**config.mk**
```make
export PLATFORM = sky130hd
export DESIGN_NAME = egg_timer_ctrl
export DESIGN_NICKNAME = d
export VERILOG_FILES = /design/src/rtl/egg_timer_ctrl.sv
export SDC_FILE = /design/constraint.sdc
export NUM_CORES = 1
export LEC_CHECK = 0
export ABC_CLOCK_PERIOD_IN_PS = 2900
export CAP_MARGIN = 30
export CORE_ASPECT_RATIO = 1.2
export CORE_MARGIN = 3
export CORE_UTILIZATION = 53
export CTS_BUF_LIST = sky130_fd_sc_hd__clkbuf_8
export DETAILED_ROUTE_END_ITERATION = 10
export MAX_ROUTING_LAYER = met4
export PLACE_DENSITY = 0.89
export SYNTH_ARGS = -nofsm -noshare
export SYNTH_HDL_FRONTEND = slang
export SYNTH_SLANG_ARGS = --single-unit
```
**constraint.sdc**
```tcl
create_clock -name clk -period 2.9 [get_ports clk]
set_input_delay 0.435 -clock clk [delete_from_list [all_inputs] [get_ports clk]]
set_output_delay 0.435 -clock clk [all_outputs]
set_load 0.01 [all_outputs]
```
**src/rtl/egg_timer_ctrl.sv**
```systemverilog
// Egg timer sequencer: loads a clamped MM:SS BCD preset, counts it down on 1 Hz ticks
// under start/stop control and raises a timed, flashing alarm when it reaches 00:00.
module egg_timer_ctrl #(
  parameter int ALARM_TICKS = 10
) (
  input  logic        clk,
  input  logic        rst_n,
  input  logic        tick_1hz,
  input  logic [15:0] load_time,
  input  logic        load_btn,
  input  logic        start_btn,
  input  logic        stop_btn,
  output logic [15:0] display_time,
  output logic        running,
  output logic        alarm,
  output logic        alarm_flash,
  output logic [1:0]  state
);

  typedef enum logic [1:0] {
    IDLE    = 2'b00,
    RUNNING = 2'b01,
    PAUSED  = 2'b10,
    ALARM   = 2'b11
  } state_t;

  localparam logic [7:0] ALARM_LIMIT = 8'(ALARM_TICKS);

  state_t      state_q, state_d;
  logic [15:0] time_q, time_d;
  logic        flash_q, flash_d;
  logic [7:0]  acnt_q, acnt_d;
  logic [7:0]  acntInc;
  logic        running_q, alarm_q;

  function automatic logic [15:0] clampBcd(input logic [15:0] t);
    logic [15:0] c;
    c[15:12] = (t[15:12] > 4'd5) ? 4'd5 : t[15:12];
    c[11:8]  = (t[11:8]  > 4'd9) ? 4'd9 : t[11:8];
    c[7:4]   = (t[7:4]   > 4'd5) ? 4'd5 : t[7:4];
    c[3:0]   = (t[3:0]   > 4'd9) ? 4'd9 : t[3:0];
    return c;
  endfunction

  // Only ever called with a non-zero value, so min_tens never underflows.
  function automatic logic [15:0] bcdDec(input logic [15:0] t);
    logic [15:0] d;
    d = t;
    if (d[3:0] != 4'd0) begin
      d[3:0] = d[3:0] - 4'd1;
    end else begin
      d[3:0] = 4'd9;
      if (d[7:4] != 4'd0) begin
        d[7:4] = d[7:4] - 4'd1;
      end else begin
        d[7:4] = 4'd5;
        if (d[11:8] != 4'd0) begin
          d[11:8] = d[11:8] - 4'd1;
        end else begin
          d[11:8]  = 4'd9;
          d[15:12] = d[15:12] - 4'd1;
        end
      end
    end
    return d;
  endfunction

  assign acntInc = acnt_q + 8'd1;

  always_comb begin
    state_d = state_q;
    time_d  = time_q;
    flash_d = flash_q;
    acnt_d  = acnt_q;
    if (load_btn) begin
      time_d  = clampBcd(load_time);
      state_d = IDLE;
      flash_d = 1'b0;
      acnt_d  = 8'd0;
    end else begin
      case (state_q)
        IDLE: begin
          if (start_btn && time_q != 16'h0000) state_d = RUNNING;
        end
        RUNNING: begin
          if (stop_btn) begin
            state_d = PAUSED;
          end else if (tick_1hz) begin
            time_d = (time_q == 16'h0000) ? 16'h0000 : bcdDec(time_q);
            if (time_d == 16'h0000) begin
              state_d = ALARM;
              acnt_d  = 8'd0;
              flash_d = 1'b0;
            end
          end
        end
        PAUSED: begin
          if (start_btn) state_d = RUNNING;
        end
        ALARM: begin
          if (stop_btn || start_btn) begin
            state_d = IDLE;
            flash_d = 1'b0;
            acnt_d  = 8'd0;
          end else if (tick_1hz) begin
            if (acntInc == ALARM_LIMIT) begin
              state_d = IDLE;
              flash_d = 1'b0;
              acnt_d  = 8'd0;
            end else begin
              acnt_d  = acntInc;
              flash_d = ~flash_q;
            end
          end
        end
        default: state_d = IDLE;
      endcase
    end
  end

  // Status flags are registered from the next state so they line up with state_q.
  always_ff @(posedge clk) begin
    if (!rst_n) begin
      state_q   <= IDLE;
      time_q    <= 16'h0000;
      flash_q   <= 1'b0;
      acnt_q    <= 8'd0;
      running_q <= 1'b0;
      alarm_q   <= 1'b0;
    end else begin
      state_q   <= state_d;
      time_q    <= time_d;
      flash_q   <= flash_d;
      acnt_q    <= acnt_d;
      running_q <= (state_d == RUNNING);
      alarm_q   <= (state_d == ALARM);
    end
  end

  assign display_time = time_q;
  assign running      = running_q;
  assign alarm        = alarm_q;
  assign alarm_flash  = flash_q;
  assign state        = state_q;

endmodule

```
**Yosys cells after proc, flatten, opt, wreduce, memory -nomap -nowiden**

Cells that the tools add are included.
W data, S select, Z words.

- Bits of input ports: 22
- Flip-flop bits (word level): 29
- Word-level logic and storage cells: 90
- Output and inout bits: 21

- $add $sub $neg: 5
- Equal/unequal tests: 11
- Reductions and logical operators: 15
- Bitwise logic cells: 2
- Mux-type cells: 47
- Order comparisons: 4

Operators with widths:

| kind | number |
|---|---|
| $mux W16 | 5 |
| $mux W12 | 5 |
| $mux W8 | 7 |
| $mux W4 | 12 |
| $logic_not A16 Y1 | 2 |
| $mux W2 | 9 |
| $pmux W8 S2 | 1 |
| $reduce_bool A16 Y1 | 1 |
| $sub A4 B1 Y4 const B | 4 |
| $reduce_bool A4 Y1 | 3 |
| $add A8 B1 Y8 const B | 1 |
| $eq A8 B4 Y1 const B | 1 |
| $gt A4 B3 Y1 const B | 2 |
| $gt A4 B4 Y1 const B | 2 |
| $ne A2 B2 Y1 const B | 4 |
| $pmux W2 S4 | 1 |
| $eq A2 B2 Y1 const B | 3 |
| $mux W1 | 6 |
| $reduce_bool A2 Y1 | 3 |
| $reduce_and A5 Y1 | 1 |
| $eq A2 B1 Y1 const B | 2 |
| $ne A3 B3 Y1 const B | 1 |
| $reduce_and A3 Y1 | 1 |
| $logic_not A2 Y1 | 1 |
| 5 further kinds | 6 |

**Longest topological paths before layout**

Gate-level depths: netlist of the first run.

- Depth after elaboration: 16
- Gate-level depth with buffers: 10
- Gate-level depth less buffers: 9

**Worst setup path before layout of the first run**

Ideal clock, no wire load.

- Path type: register to register
- Start point: register time_q[0], in the netlist display_time[0]
- End point: register acnt_q[5]
- Period minus slack after synthesis: 2.449 ns
- Required time: 2.783 ns
- Setup time: 0.117 ns
- Setup slack: 0.451 ns
- Buffers on the path: 1
- Stages on the path, launching flop included: 11
- Arrival time: 2.332 ns
- Path through: dfxtp_1 -> inv_1 -> ha_1 -> nor4b_4 -> mux2_2 -> a2111oi_4 -> nand4_1 -> o22ai_2 -> buf_6 -> o21ai_2 -> a32o_1

- Word-level cells in the longest chain between the ends: 10
- Elaborated cells between the ends (all ways): 17
- Classes of those cells: add/sub: 1; eq/ne: 1; mux: 11; reduce/logical: 4

RTL lines:

| element | line | RTL |
|---|---|---|
| from (decl) | 30 | `logic [15:0] time_q, time_d;` |
| from (signal assigned) | 132 | `time_q <= time_d;` |
| $sub A4 B1 Y4 or $reduce_bool A4 Y1 (tied branches) | 50, 49 |  |
| $mux W4 or $mux W12 (tied branches) | 49 | `if (d[3:0] != 4'd0) begin` |
| $mux W4 or $mux W12 (tied branches) | 88 | `end else if (tick_1hz) begin` |
| $mux W4 or $mux W12 (tied branches) | 86 | `if (stop_btn) begin` |
| $mux W4 or $mux W12 (tied branches) | 81 | `case (state_q)` |
| $mux W4 or $mux W12 (tied branches) | 75 | `if (load_btn) begin` |
| $mux W16 (*) | 89 | `time_d = (time_q == 16'h0000) ? 16'h0000 : bcdDec(time_q);` |
| $logic_not A16 Y1 (*) | 90 | `if (time_d == 16'h0000) begin` |
| $ne A2 B2 Y1 (no line) (*) | - |  |
| $reduce_and A5 Y1 (no line) (*) | - |  |
| to (signal assigned) | 134 | `acnt_q <= acnt_d;` |
| to (decl) | 32 | `logic [7:0] acnt_q, acnt_d;` |

Every way passes the cells marked *; elsewhere a longest branch is shown, timed or not. The select of a mux whose other input is x is not followed.
A chain may end at the register's enable or synchronous reset.

**Worst setup path after layout of the first run**

- Start point: register time_q[0], in the netlist display_time[0]
- End point: register acnt_q[4]

The elaborated chain is that of the path after synthesis.

==> impl_metrics.toml, run 1 <==
[status]
status = "completed"

[timing]
finalSetupViolCount = 0
relSlewSlack = 0.601
hold_viol = 0
setup_slack_ns = 0.260
post-route-min-period_ns = 2.64
clock.fmax_ghz = 0.379
fin_setup_tns_ns = 0
period_share = 0.910
finClkSkew_ns = 0.00417
worstMarginPinSlew_ns = 0.594
slew_violations = 0
rsz0062_at_grt = "false"

[global_routing]
antenna_found_initial = 0
grt_max_degree = 26
grt_pass1_vias = 1865
grt_use_total = 0.230
grt_first_pass_wirelength_um = 8350
overflow = 0

[floorplan]
core_area_mm2 = 0.00366
rows = 24
die_h_um = 73.9
die_area_mm2 = 0.00462
chipWidth_um = 62.5
start_util = 0.555
boundaryPins = 43

[synth]
synthesis.nets = 279
synth_top_family_by_area = "simple AND/OR/NAND/NOR gates"
ys_ff_latch = 29
ys_async_sr_fraction = 0
synthMuxAreaShare = 0.0548
yosysUniqueCellTypes = 59
synth_compound_area_frac = 0.266
synthAdderAreaFrac = 0.0369
yosysSeqAreaShare = 0.286
synth_warnings = 0
synth_cells = 251
synth-xor-area-share = 0.00431
synth_edf_count = 0
synthSimpleGateAreaFrac = 0.305
ys.flop_type = "dfxtp_1"
synth.cell_area_mm2 = 0.00203
syn_avg_cell_area_um2 = 8.10

[placement]
gp_congestion = 0.953
io_buffers = 42
place_hpwl_um = 3770
place_ws_ns = 0.283

[clock_network]
cts_tree = "done"
cts_made_buffers = 5
htree_num_levels = 2
clk_pin_slew_worst_paths_ns = 0.06
insertion_delay_ns = 0.28
post-cts-setup-buffers = 0
cts_root_buf = "clkbuf_8"
cts_resized = 0
holdBufCountCts = 0
cts.path.max_buffers = 2
numClockSinks = 29

[min_path]
hp-class = "flip-flop to flip-flop"

[drt]
drtPass1Iterations = 4
drt-total-wl_um = 5010
drt_iter0_drc = 138
ant_nets = 0
vias = 2043
post_drt_via_cell_ratio = 5.85
drc = 0
wl_per_cell_um = 14.4

[worst_setup_path]
crit_type = "flip-flop to flip-flop"
required_ns = 3.12
arrival_ns = 2.86
reg2reg_slack_ns = 0.26
cp-end-kind = "flip-flop"
critPathMaxFanout = 11
start_kind = "flip-flop"

[job]
max_cap_viol_count = 0

[layout]
synthToLayoutAreaGrowth_pct = 27.7
drive_above_1_share = 0.0909
nets = 324
diodes = 0

[pwr]
power_density_mw_per_mm2 = 374
p_leak_nw = 0.910
peakVddDrop_mv = 0.318
## final cells by class
class,count,area (µm²)
clock buffers,5,68.8
clock inverters,3,13.8
fillers,322,1070
inverters,10,37.5
multi-input cells,201,1360
flip-flops and latches,29,581
well taps,52,65.1
repair buffers,49,473
## cell families after synthesis
group                      Yosys count
and+or+nand+nor                    109
AOI/OAI and AO/OA                   74
DFF                                 29
buffers and inverters               21
muxes                               11
adders and majority gates            6
xor gates and xnor gates             1
## per-layer routing
metal  share of wire  track usage  routed length, µm  up-vias
met4           0.026       0.0907                128        0
li1                -            -                  -     1026
met1            0.44        0.267               2220      937
met5               0            -                  0        -
met3           0.042       0.0428                210       15
met2            0.49        0.396               2450       65
## worst max-delay path: stages, from the launching register on
cell     delay (ns)
dfxtp_1        0.34
inv_1          0.16
ha_1           0.26
or4b_1         0.48
o21a_1         0.18
a21oi_1        0.22
nand3_1        0.17
o22ai_2        0.14
buf_4          0.22
nor2b_1        0.25
a32o_1         0.15
## cell usage in the layout, fill, tap and decap left out, types with 2 or more instances in the layout
master / synthesis / routed
o31ai_1: 2 / 2
o41ai_1: 2 / 2
nor2b_1: 11 / 11
nor3b_1: 6 / 6
o21ai_0: 19 / 19
clkbuf_8: 0 / 5
or3_1: 2 / 2
inv_1: 10 / 11
a21bo_2: 2 / 2
a211oi_1: 4 / 4
a211o_1: 3 / 3
buf_4: 0 / 7
o21a_1: 4 / 4
nand3b_1: 6 / 6
nand3_1: 7 / 7
clkinv_2: 0 / 2
nand2b_1: 2 / 2
a32o_1: 3 / 3
clkdlybuf4s50_1: 0 / 42
nand2_1: 16 / 16
o21ai_2: 2 / 2
mux2i_1: 10 / 10
nand4_1: 5 / 5
dfxtp_1: 29 / 29
nor3_1: 11 / 11
and2_1: 8 / 8
ha_1: 6 / 6
a21oi_1: 16 / 16
nor2_1: 23 / 23
or4_1: 2 / 2
## power by group
group / switching, mW / internal, mW
registers: 0.0264 / 0.412
clock network: 0.149 / 0.162
logic: 0.106 / 0.115
## sequential cells by signal (all words and copies together), names as in the netlist
register / cells
display_time: 16
acnt_q: 8
state: 2
alarm: 1
alarm_flash: 1
running: 1
## stage by stage
stage	total power, mW	util	std cells	area [µm²]	hold WS (ns)
after floorplan	0.569	-	251	2030	0.481
after global placement	0.662	0.686	341	2510	0.499
after detailed placement	0.665	0.686	341	2510	0.508
after CTS	0.978	0.709	349	2600	0.523
after global routing	1.02	0.709	349	2600	0.567
final	0.972	0.709	349	2600	0.520
## cell usage after synthesis, types with 2 or more instances
| library cell | count | area share |
|---|---|---|
| o21ai_0 | 19 | 0.047 |
| a21bo_2 | 2 | 0.0098 |
| nor3_1 | 11 | 0.027 |
| a21oi_1 | 16 | 0.039 |
| o21a_1 | 4 | 0.015 |
| buf_6 | 2 | 0.011 |
| nand3b_1 | 6 | 0.022 |
| nor3b_1 | 6 | 0.022 |
| or3_1 | 2 | 0.0062 |
| nand2_1 | 16 | 0.030 |
| o41ai_1 | 2 | 0.0086 |
| a211oi_1 | 4 | 0.015 |
| ha_1 | 6 | 0.037 |
| nor2b_1 | 11 | 0.034 |
| clkbuf_1 | 7 | 0.013 |
| inv_1 | 10 | 0.018 |
| o21ai_2 | 2 | 0.0086 |
| or4_1 | 2 | 0.0074 |
| nor2_1 | 23 | 0.042 |
| a211o_1 | 3 | 0.013 |
| o31ai_1 | 2 | 0.0074 |
| nand3_1 | 7 | 0.017 |
| and2_1 | 8 | 0.025 |
| mux2i_1 | 10 | 0.049 |
| dfxtp_1 | 29 | 0.29 |
| nand2b_1 | 2 | 0.0062 |
| nand4_1 | 5 | 0.015 |
| a32o_1 | 3 | 0.015 |
## worst paths after layout
kind                           startpoint                      to  cells past startpoint
max          display_time[0]$_SDFFE_PN0P_  acnt_q[4]$_SDFFE_PP0P_                     10
max reg2reg  display_time[0]$_SDFFE_PN0P_  acnt_q[4]$_SDFFE_PP0P_                     10
min reg2reg        acnt_q[7]$_SDFFE_PP0P_  acnt_q[7]$_SDFFE_PP0P_                      2
min                acnt_q[7]$_SDFFE_PP0P_  acnt_q[7]$_SDFFE_PP0P_                      2
Note: power is estimated with default switching activity, not from simulation.
==> run 2: changes to the inputs <==
--- a/config.mk
+++ b/config.mk
@@ -7,7 +7,7 @@
 export LEC_CHECK = 0
 export ABC_CLOCK_PERIOD_IN_PS = 2900
 export CAP_MARGIN = 30
-export CORE_ASPECT_RATIO = 1.2
+export CORE_ASPECT_RATIO = 1.75
 export CORE_MARGIN = 3
 export CORE_UTILIZATION = 53
 export CTS_BUF_LIST = sky130_fd_sc_hd__clkbuf_8
==> impl_metrics.toml, run 2 (synthesis gave the netlist of run 1 again) <==
[drt]
drtPass1Iterations = 4
drt-total-wl_um = 5120
post_drt_via_cell_ratio = 6.09
vias = 2094
drt_iter0_drc = 57
drc = 0
wl_per_cell_um = 14.9
ant_nets = 0

[pwr]
power_density_mw_per_mm2 = 392
clkPwrFrac = 0.358
p_comb_frac = 0.214
intPower_uw = 741
p_seq_frac = 0.428
peakVddDrop_mv = 0.405
switching_share = 0.277
p_leak_nw = 0.920
p_total_mw = 1.02
p_switching_uw = 284

[worst_setup_path]
required_ns = 3.09
arrival_ns = 2.80
crit_type = "flip-flop to flip-flop"
critPathMaxFanout = 11
cp-end-kind = "flip-flop"
start_kind = "flip-flop"

[placement]
gp_congestion = 0.833
dp_cells = 336
place_ws_ns = 0.302
io_buffers = 42
place_hpwl_um = 3880

[timing]
slew_violations = 0
finalSetupViolCount = 0
clock.fmax_ghz = 0.383
relSlewSlack = 0.608
fin_setup_tns_ns = 0
setup_slack_ns = 0.290
worstMarginPinSlew_ns = 0.583
hold_viol = 0
post-route-min-period_ns = 2.61
period_share = 0.900
rsz0062_at_grt = "false"
finClkSkew_ns = 0.00619

[global_routing]
grt_use_total = 0.250
grt_pass1_vias = 2064
met3_usage = 0.0426
grt_use_met1 = 0.238
grt_use_met2 = 0.447
busiest_layer = "met2"
antenna_found_initial = 0
overflow = 0
grt_max_degree = 26
grt_first_pass_wirelength_um = 8500

[floorplan]
die_area_mm2 = 0.00464
boundaryPins = 43
rows = 29
core_area_mm2 = 0.00366
start_util = 0.555
die_h_um = 87.9
chipWidth_um = 52.8

[clock_network]
cts_resized = 0
clk_pin_slew_worst_paths_ns = 0.06
insertion_delay_ns = 0.29
numClockSinks = 29
post-cts-setup-buffers = 0
cts_made_buffers = 5
cts_root_buf = "clkbuf_8"
htree_num_levels = 2
cts.path.max_buffers = 2
holdBufCountCts = 0
cts_tree = "done"

[layout]
mostFrequentLayoutCell = "clkdlybuf4s50_1"
fill_cells = 290
fin_util = 0.714
final_cells = 344
diodes = 0
drive_above_1_share = 0.0973
largest_reg_flops = 16
synthToLayoutAreaGrowth_pct = 28.6
layout_common_cells = "42 x clkdlybuf4s50_1, 29 x dfxtp_1, 23 x nor2_1, 19 x o21ai_0"
nets = 325

[min_path]
hp-class = "flip-flop to flip-flop"

[job]
max_cap_viol_count = 0

[status]
status = "completed"
## run 2: cell types whose count changed in the layout (fill, tap and decap cells not counted)
cell      change
clkbuf_8      +2
buf_4         +1
clkinv_2      -1
inv_1         -1
## run 2: cell type report
class	instances	area (µm²)	area share
clock inverter	1	5.00	0.00191
sequential	29	581	0.222
clock buffer	7	96.3	0.0368
inverter	10	37.5	0.0144
timing repair buffer	50	480	0.184
tap	46	57.6	0.0220
multi-input combinational	201	1360	0.519
## run 2: power groups by stage
stage	clock network (mW)	registers, mW	logic [mW]
finish	0.367	0.438	0.220
global route	0.382	0.441	0.241
CTS	0.375	0.438	0.220
detailed placement	0	0.446	0.219
global placement	0	0.445	0.215
floorplan	0	0.444	0.125
## run 2: final timing paths
check | startpoint | endpoint | slack (ns) | cells after the start
hold reg to reg | alarm_flash$_SDFFE_PP0P_ | alarm_flash$_SDFFE_PP0P_ | 0.53 | 2
hold / removal | alarm_flash$_SDFFE_PP0P_ | alarm_flash$_SDFFE_PP0P_ | 0.53 | 2
setup reg to reg | display_time[0]$_SDFFE_PN0P_ | acnt_q[2]$_SDFFE_PP0P_ | 0.29 | 10
setup / recovery | display_time[0]$_SDFFE_PN0P_ | acnt_q[2]$_SDFFE_PP0P_ | 0.29 | 10
## run 2: critical path: stages, from the launching register on
cell,delay (ns)
dfxtp_1,0.33
inv_1,0.13
ha_1,0.26
or4b_1,0.50
nor3_1,0.33
a21oi_1,0.15
nand3_1,0.14
o22ai_2,0.09
buf_4,0.19
nor2b_1,0.17
a32o_1,0.22
## run 2: per-layer routing
layer,vias up,share of wire
li1,1035,-
met1,978,0.38
met2,65,0.55
met3,16,0.040
met4,0,0.028
met5,-,0
## run 2: metrics by stage
step | area (µm²) | hold WS, ns
floorplan | 2030 | 0.481
global placement | 2510 | 0.495
detailed placement | 2510 | 0.510
CTS | 2620 | 0.525
global route | 2620 | 0.577
finish | 2620 | 0.527
